### src/rtl/vec_pkg.sv
// Shared definitions for the vector lane sequencer: lane count, ALU op codes
// and the sequencer state encoding.
package vec_pkg;

  localparam int NLANES = 5;

  localparam logic [2:0] OP_ADD = 3'b000;
  localparam logic [2:0] OP_SUB = 3'b001;
  localparam logic [2:0] OP_AND = 3'b010;
  localparam logic [2:0] OP_OR  = 3'b011;

  typedef enum logic [1:0] {
    ST_IDLE = 2'd0,
    ST_RUN  = 2'd1,
    ST_DONE = 2'd2
  } state_t;

endpackage

### src/rtl/lane_alu.sv
// Per-lane arithmetic: y = a OP b. Add/sub wrap, codes 100-111 pass a through.
module lane_alu #(
  parameter int WIDTH = 32
) (
  input  logic [WIDTH-1:0] a,
  input  logic [WIDTH-1:0] b,
  input  logic [2:0]       op,
  output logic [WIDTH-1:0] y
);
  import vec_pkg::*;

  // Operation select; any non-arithmetic code is a plain copy.
  always_comb begin
    y = a;
    case (op)
      OP_ADD:  y = a + b;
      OP_SUB:  y = a - b;
      OP_AND:  y = a & b;
      OP_OR:   y = a | b;
      default: y = a;
    endcase
  end

endmodule

### src/rtl/vec_lane_sequencer.sv
// Walks one vector operation across NLANES lanes, one lane per cycle, reading
// and writing the vector register file in the same cycle.
module vec_lane_sequencer #(
  parameter int NLANES = vec_pkg::NLANES,
  parameter int WIDTH  = 32
) (
  input  logic             clk,
  input  logic             reset,
  input  logic             req_valid,
  output logic             req_ready,
  input  logic [2:0]       req_op,
  input  logic [3:0]       req_va,
  input  logic [3:0]       req_vd,
  input  logic [WIDTH-1:0] req_imm,
  output logic [3:0]       vrf_ra,
  output logic [2:0]       vrf_rlane,
  input  logic [WIDTH-1:0] vrf_rdata,
  output logic             vrf_we,
  output logic [3:0]       vrf_wa,
  output logic [2:0]       vrf_wlane,
  output logic [WIDTH-1:0] vrf_wdata,
  output logic             busy,
  output logic             done
);
  import vec_pkg::*;

  localparam logic [2:0] LAST_LANE = 3'(NLANES - 1);

  state_t           state_r;
  logic [2:0]       lane_r;
  logic [2:0]       op_r;
  logic [3:0]       va_r;
  logic [3:0]       vd_r;
  logic [WIDTH-1:0] imm_r;
  logic             ready_r;
  logic             busy_r;
  logic             done_r;
  logic             we_r;
  logic [WIDTH-1:0] alu_y_s;

  lane_alu #(.WIDTH(WIDTH)) u_lane_alu (
    .a  (vrf_rdata),
    .b  (imm_r),
    .op (op_r),
    .y  (alu_y_s)
  );

  // Sequencer FSM with lane counter, operand latches and registered status.
  always_ff @(posedge clk) begin
    if (reset) begin
      state_r <= ST_IDLE;
      lane_r  <= 3'd0;
      op_r    <= 3'd0;
      va_r    <= 4'd0;
      vd_r    <= 4'd0;
      imm_r   <= '0;
      ready_r <= 1'b1;
      busy_r  <= 1'b0;
      done_r  <= 1'b0;
      we_r    <= 1'b0;
    end else begin
      case (state_r)
        ST_IDLE: begin
          if (req_valid) begin
            op_r    <= req_op;
            va_r    <= req_va;
            vd_r    <= req_vd;
            imm_r   <= req_imm;
            lane_r  <= 3'd0;
            state_r <= ST_RUN;
            ready_r <= 1'b0;
            busy_r  <= 1'b1;
            we_r    <= 1'b1;
          end else begin
            state_r <= ST_IDLE;
          end
        end
        ST_RUN: begin
          if (lane_r == LAST_LANE) begin
            lane_r  <= 3'd0;
            state_r <= ST_DONE;
            we_r    <= 1'b0;
            done_r  <= 1'b1;
          end else begin
            lane_r  <= lane_r + 3'd1;
          end
        end
        ST_DONE: begin
          state_r <= ST_IDLE;
          done_r  <= 1'b0;
          busy_r  <= 1'b0;
          ready_r <= 1'b1;
        end
        default: begin
          state_r <= ST_IDLE;
          lane_r  <= 3'd0;
          ready_r <= 1'b1;
          busy_r  <= 1'b0;
          done_r  <= 1'b0;
          we_r    <= 1'b0;
        end
      endcase
    end
  end

  // The write strobe is gated by reset so an aborted run commits nothing more.
  assign vrf_we    = we_r & ~reset;
  assign req_ready = ready_r;
  assign busy      = busy_r;
  assign done      = done_r;
  assign vrf_ra    = va_r;
  assign vrf_wa    = vd_r;
  assign vrf_rlane = lane_r;
  assign vrf_wlane = lane_r;
  assign vrf_wdata = alu_y_s;

endmodule
### config.mk
export PLATFORM = sky130hd
export DESIGN_NAME = vec_lane_sequencer
export DESIGN_NICKNAME = d
export VERILOG_FILES = /design/src/rtl/vec_pkg.sv /design/src/rtl/lane_alu.sv /design/src/rtl/vec_lane_sequencer.sv
export SDC_FILE = /design/constraint.sdc
export NUM_CORES = 1
export LEC_CHECK = 0
export ABC_AREA = 1
export BUFFER_PORTS_ARGS = -buffer_cell sky130_fd_sc_hd__buf_2
export CORE_ASPECT_RATIO = 0.8
export CORE_MARGIN = 5
export CORE_UTILIZATION = 57
export DETAILED_ROUTE_END_ITERATION = 12
export PLACE_DENSITY = 0.89
export SYNTH_ARGS = -nofsm -noshare
export SYNTH_HDL_FRONTEND = slang
export SYNTH_SLANG_ARGS = --single-unit
### constraint.sdc
create_clock -name clk -period 3.55 [get_ports clk]
set_input_delay 0.355 -clock clk [delete_from_list [all_inputs] [get_ports clk]]
set_output_delay 0.355 -clock clk [all_outputs]
set_load 0.01 [all_outputs]
==> summary.txt, run 1 <==
Number of remaining DRC errors: 0
Sequential share of the synthesized area: 0.1733
Initial antenna violation count: 0
Hold-fix buffer count after cts: 0
Fillers: 849
Post-DP HPWL: 17.02 mm
Largest net degree at the start of global routing: 72
Async SR Flop Fraction: 0
Core area: 0.01028 mm²
Starting Density: 0.5843
Hold Path Class: in -> reg
Syn_area_per_cell: 5.878 µm²
Synthesis-to-finish area growth: 27.74%
Vias in the first global route: 6699
RD Place Congestion: 1.035
Leakage: 3.916 nW
Die height: 101.8 µm
Tmin final: 3.580 ns
CP max FO: 7
Hold Path Origin: req_va[1]
CP Class: reg -> out
Fin area: 0.007674 mm²
Post-layout util: 0.7464
FF+latch count, synth: 52
Slew Limit Fails: 0
Routed len/inst: 17.70 µm
CTS max path bufs: 2
Fin Hold WS: 0.2769 ns
Fin nets: 1276
Iter 0 DRT Violations: 1022
Critical path startpoint: imm_r[7]$_SDFFE_PP0P_
RSZ-0062 raised after global routing: yes
DR vias: 7609
Setup TNS: -0.07752 ns
GRT Util Overall: 0.3275
Switching share of total power: 0.4952
# IOs: 128
N_diodes: 0
Sequential share of power: 0.207
Fmax: 279.3 MHz
Clk root buf: clkbuf_16
Setup ws final: -0.02993 ns
Mapped Area: 0.006007 mm²
First-pass GRT wire length: 33.87 mm
Tcrit/Tclk final: 1.008
Vias per cell: 5.844
Dpl ws: 0.07258 ns
PD cells: 436.9 mW/mm²
Die width: 124.8 µm
Startpoint Class: register
Syn nets: 1137
CTS buffer count: 5
Grt total ovfl: 0
Psw: 0.001660 W
Worst Tran Pin Value: 1.058 ns
Clk_skew: 0.004088 ns
EDFF count, synth: 0
H-tree levels: 2
Row count: 33
Worst-skew pair later-pin latency: 0.30 ns
Post-synthesis cell type count: 49
Routed Antenna Nets: 0
Main synth FF type: dfxtp_1
Worst Path Required: 3.19 ns
CTS tree: done
Endpoints failing setup: 7
Die Area: 0.01270 mm²
Max cap viols: 0
Layout cell share with drive strength beyond 1: 0.3158
R2R Path Start: state_r[0]$_SDFFE_PP0N_
Logic gate share of total power: 0.643
Final WL: 23.04 mm
WP data arrival: 3.22 ns
Clk sinks: 52
Yosys warning total: 0
P_int: 0.001692 W
Worst VDD drop: 0.3113 mV
Post-Syn Instances: 1022
Failing checks: negative setup slack
TritonRoute pass-1 iters: 6
Clk slew on worst S/H paths: 0.07 ns
Placed Area: 0.006748 mm²
Status: finished with violations
Slew headroom: 0.2938
CP Capture Type: primary output
Port Buf Inserts: 127
Clock power frac: 0.150
Hold Violations, Final: 0
worst max-delay path, cell delays in order, from the launching register on:
cell and delay (ns):
dfxtp_2 0.40, nor2_2 0.19, nand2_2 0.11, nor2_2 0.13, nand2_1 0.11, o21ai_2 0.18, xor2_1 0.19, inv_1 0.11
ha_2 0.41, nand2_4 0.09, nor2_2 0.10, inv_1 0.10, nor2_2 0.13, nand3_1 0.12, nand4_1 0.12, nand3_1 0.14
o21ai_1 0.14, buf_2 0.16
worst paths after layout:
| kind | slack, ns | endpoint | cells past startpoint |
|---|---|---|---|
| max | -0.03 | vrf_wdata[20] | 17 |
| max reg2reg | 1.46 | imm_r[3]$_SDFFE_PP0P_ | 6 |
| min reg2reg | 0.46 | req_ready$_SDFFE_PP1P_ | 2 |
| min | 0.28 | vrf_ra[1]$_SDFFE_PP0P_ | 3 |
per-layer routing:
metal / track usage / vias to the layer above / routed length, µm
met3: 0.08203 / 95 / 2984
met4: 0.07835 / 0 / 826
li1: - / 3587 / -
met2: 0.5162 / 512 / 9900
met1: 0.4548 / 3415 / 9332
met5: 0 / - / 0
synthesized netlist by cell type, drive strengths merged, types with 4 or more instances:
cell type  instances  area share
nand2            264        0.17
inv              149       0.094
nor2             139        0.10
o21ai             93       0.079
a21oi             79       0.067
nand3             78       0.074
dfxtp             52        0.17
ha                36       0.075
xor2              28       0.041
buf               16       0.021
nor3              14       0.017
clkbuf            13      0.0081
a31oi             11       0.011
nand4             11       0.011
o21bai             8       0.011
xnor2              5      0.0073
o221ai             4      0.0058
or2                4      0.0042
power groups by stage:
stage / Sequential [W] / Combinational [W] / Clock (W)
3_5_place_dp: 0.000696 / 0.00176 / 0
5_1_grt: 0.000700 / 0.00233 / 0.000528
3_3_place_gp: 0.000694 / 0.00175 / 0
2_1_floorplan: 0.000683 / 0.00122 / 0
4_1_cts: 0.000685 / 0.00184 / 0.000504
6_report: 0.000696 / 0.00215 / 0.000503
placed cells by master, fill, tap and decap left out, types with 24 or more instances in the layout:
cell type / n
nand2_1: 224
inv_1: 126
buf_2: 125
nor2_1: 100
o21ai_0: 75
nand3_1: 66
a21oi_1: 57
dfxtp_1: 39
buf_4: 33
nand2_2: 32
nor2_2: 26
xor2_1: 24
kinds of logic (layout without fill, tap and decap cells):
logic type / Yosys count / in the layout / synth area share
xor+xnor: 33 / 33 / 0.04812
buf+inv: 179 / 319 / 0.1237
compound gates: 205 / 205 / 0.1879
fa+ha+maj: 37 / 37 / 0.07832
simple gates: 516 / 516 / 0.3887
flops: 52 / 52 / 0.1733
layout make-up:
cell class	instances	area, µm²	area share
multi-input cells	791	4808	0.6266
flip-flops and latches	52	1057	0.1378
repair buffers	161	907.1	0.1182
inverters	150	573.1	0.07468
well taps	140	175.2	0.02283
clock buffers	5	125.1	0.01631
clock inverters	3	27.53	0.003587
state kept, by name (all words and copies together) (netlist names):
signal and flops:
done 1, we_r 1, op_r 3, imm_r 32
vrf_ra 4, busy 1, state_r 2, vrf_rlane 3
req_ready 1, vrf_wa 4
timing repair:
item / in CTS / in global routing
gates resized for setup: 39 / 132
buffers inserted: 10 / 10
pin swaps: 15 / 37
setup endpoints to repair: 16 / 24
per-stage QoR:
step	total power, W	instances
2_1_floorplan	0.001902	1022
3_3_place_gp	0.002441	1274
3_5_place_dp	0.002458	1274
4_1_cts	0.003030	1292
5_1_grt	0.003555	1302
6_report	0.003353	1302
No activity file was read; power rests on OpenSTA's default activity.
==> inputs of run 2 (changes only) <==
--- a/config.mk
+++ b/config.mk
@@ -11,7 +11,7 @@
 export CORE_MARGIN = 5
 export CORE_UTILIZATION = 57
 export DETAILED_ROUTE_END_ITERATION = 12
-export PLACE_DENSITY = 0.89
+export PLACE_DENSITY = 0.85
 export SYNTH_ARGS = -nofsm -noshare
 export SYNTH_HDL_FRONTEND = slang
 export SYNTH_SLANG_ARGS = --single-unit
==> run 2 against run 1 <==
The run still ends with negative setup slack left. Non-clock buffer count grew 1. Critical path depth grew 3. Utilization grew 0.55 points. Sequential cell count is the same. Largest cell class unchanged. Count of clock-buffer cells in the layout is the same. Fmax grew 0.38%. Hold slack gained 0.0012 ns. Critical endpoint is now vrf_wdata[31]. Global-route usage shrank 1.5 points.
==> summary.txt, run 2 (synthesized netlist as in run 1, its figures left out) <==
Critical path depth: 20
Row count: 33
Fin nets: 1277
CTS buffer count: 5
Hold Violations, Final: 0
Vias in the first global route: 6531
Iter 0 DRT Violations: 813
Die height: 101.8 µm
Setup ws final: -0.01630 ns
Switching share of total power: 0.4898
Commonest non-fill, non-tap cell in the layout: nand2_1
Endpoints failing setup: 1
Final WL: 21.76 mm
CP max FO: 4
Layout cell share with drive strength beyond 1: 0.3147
Clock power frac: 0.152
Routed len/inst: 16.70 µm
Largest net degree at the start of global routing: 72
R2R Path Start: state_r[0]$_SDFFE_PP0N_
Logic gate share of total power: 0.640
CP Class: reg -> out
First-pass GRT wire length: 32.44 mm
Worst Tran Pin Value: 1.032 ns
Cell family with most CP delay: simple AND/OR/NAND/NOR gates
Clk root buf: clkbuf_16
PD cells: 432.0 mW/mm²
Fmax: 280.4 MHz
Slew Limit Fails: 0
Largest register FFs: 32
Failing checks: negative setup slack
N_diodes: 0
TritonRoute pass-1 iters: 5
Die width: 124.8 µm
Grt total ovfl: 0
WP data arrival: 3.21 ns
DR vias: 7518
Startpoint Class: register
Crit-path max cell delay: 0.34 ns
GRT Util Overall: 0.3125
CP most frequent cell: nand2_2
Hold-fix buffer count after cts: 0
Routed Antenna Nets: 0
Tcrit/Tclk final: 1.005
Slowest cell on crit path: dfxtp_2
Total Power: 0.003339 W
Core area: 0.01028 mm²
Worst path cell trace: buf_4 > nor2_4 > nand2_2 > nor3_4 > nand2_1 > nand2_2 > o21ai_2 > nor2_2 > xor2_2 > ha_1 > inv_2 > nor3_4 > buf_4 > a21oi_2 > nand2_2 > a21oi_2 > nand2_1 > nand3_2 > nand3_2 > buf_6
Starting Density: 0.5843
WP buf/inv: 4
FF-to-FF path depth: 6
Tmin final: 3.566 ns
P_int: 0.001704 W
Setup slack, reg-to-reg: 1.62 ns
Commonest non-fill, non-tap cells in the layout: 223 x nand2_1, 125 x inv_1, 125 x buf_2
CTS max path bufs: 2
H-tree levels: 2
Synthesis-to-finish area growth: 28.68%
Clk_skew: 0.008453 ns
Post-layout util: 0.7519
Clk slew on worst S/H paths: 0.08 ns
Largest Register: imm_r
Worst Setup EP: vrf_wdata[31]
CTS tree: done
Worst-skew pair later-pin latency: 0.29 ns
Port Buf Inserts: 127
Worst VDD drop: 0.3671 mV
Worst Path Required: 3.19 ns
# IOs: 128
Leakage: 3.943 nW
Vias per cell: 5.770
CP Capture Type: primary output
Number of remaining DRC errors: 0
Sequential share of power: 0.208
Max cap viols: 0
Psw: 0.001636 W
Die Area: 0.01270 mm²
Post-DP HPWL: 16.42 mm
RD Place Congestion: 1.071
Critical path startpoint: imm_r[10]$_SDFFE_PP0P_
Worst R2R End: imm_r[16]$_SDFFE_PP0P_
Slew headroom: 0.3112
Status: finished with violations
Hold Path Class: in -> reg
Initial antenna violation count: 0
Clk sinks: 52
RSZ-0062 raised after global routing: yes
-- run 2: cell count changes in the layout (fill, tap and decap cells not counted), moves of 3 or more --
cell / delta
ha_2: -5
a21oi_1: +3
nor2_1: +4
nand3_2: +4
xor2_2: +3
nand3_1: -4
o21ai_2: -4
nor2_2: -4
ha_4: +3
o21ai_1: +3
xor2_1: -3
-- run 2: tightest hold or removal path, cell delays in order --
cell and delay, ns:
buf_2 0.07, nor2_1 0.03, nor2_1 0.08
-- run 2: what timing repair did --
item	4_1_cts	5_1_grt
buffers inserted	11	13
resized for setup	43	130
pin swaps	18	47
setup endpoints to repair	16	20
-- run 2: worst min-delay path by stage --
| stage | from | endpoint | slack (ns) | cells past startpoint |
|---|---|---|---|---|
| after floorplan | reset | state_r[0]$_SDFFE_PP0N_ | 0.42 | 1 |
| after global placement | req_ready$_SDFFE_PP1P_ | req_ready$_SDFFE_PP1P_ | 0.44 | 2 |
| after detailed placement | req_ready$_SDFFE_PP1P_ | req_ready$_SDFFE_PP1P_ | 0.44 | 2 |
| after CTS | req_vd[2] | vrf_wa[2]$_SDFFE_PP0P_ | 0.27 | 3 |
| after global routing | req_imm[7] | imm_r[7]$_SDFFE_PP0P_ | 0.28 | 3 |
| final | req_va[0] | vrf_ra[0]$_SDFFE_PP0P_ | 0.28 | 3 |
-- run 2: cell type report --
| cell class | instances | area, µm² |
|---|---|---|
| timing repair buffer | 162 | 910.9 |
| multi-input combinational | 791 | 4855 |
| clock inverter | 3 | 28.78 |
| inverter | 150 | 575.6 |
| tap | 140 | 175.2 |
| fill | 829 | 2551 |
| clock buffer | 5 | 125.1 |
| sequential | 52 | 1060 |
-- run 2: per-layer routing --
metal | track usage | up-vias | wire [µm] | part of all wire
met5 | 0 | - | 0 | 0
met4 | 0.09183 | 0 | 749 | 0.034
met3 | 0.08568 | 79 | 2680 | 0.12
met2 | 0.4747 | 450 | 9343 | 0.43
met1 | 0.4368 | 3402 | 8990 | 0.41
li1 | - | 3587 | - | -
-- run 2: power by group through the flow --
stage / clock network [W] / registers (W) / logic (W)
2_1_floorplan: 0 / 0.000683 / 0.00122
3_3_place_gp: 0 / 0.000694 / 0.00173
3_5_place_dp: 0 / 0.000695 / 0.00174
5_1_grt: 0.000543 / 0.000700 / 0.00231
4_1_cts: 0.000516 / 0.000683 / 0.00183
6_report: 0.000508 / 0.000694 / 0.00214
-- run 2: per-stage QoR --
stage	hold slack [ns]	cell area, µm²	setup WS (ns)	setup TNS (ns)	cells
6_report	0.2781	7730	-0.01630	-0.01630	1303
4_1_cts	0.2719	7123	0.006573	0	1290
2_1_floorplan	0.4241	6007	0.6804	0	1022
3_3_place_gp	0.4390	6725	0.1293	0	1271
3_5_place_dp	0.4394	6725	0.1024	0	1271
5_1_grt	0.2756	7730	-0.2098	-1.863	1303
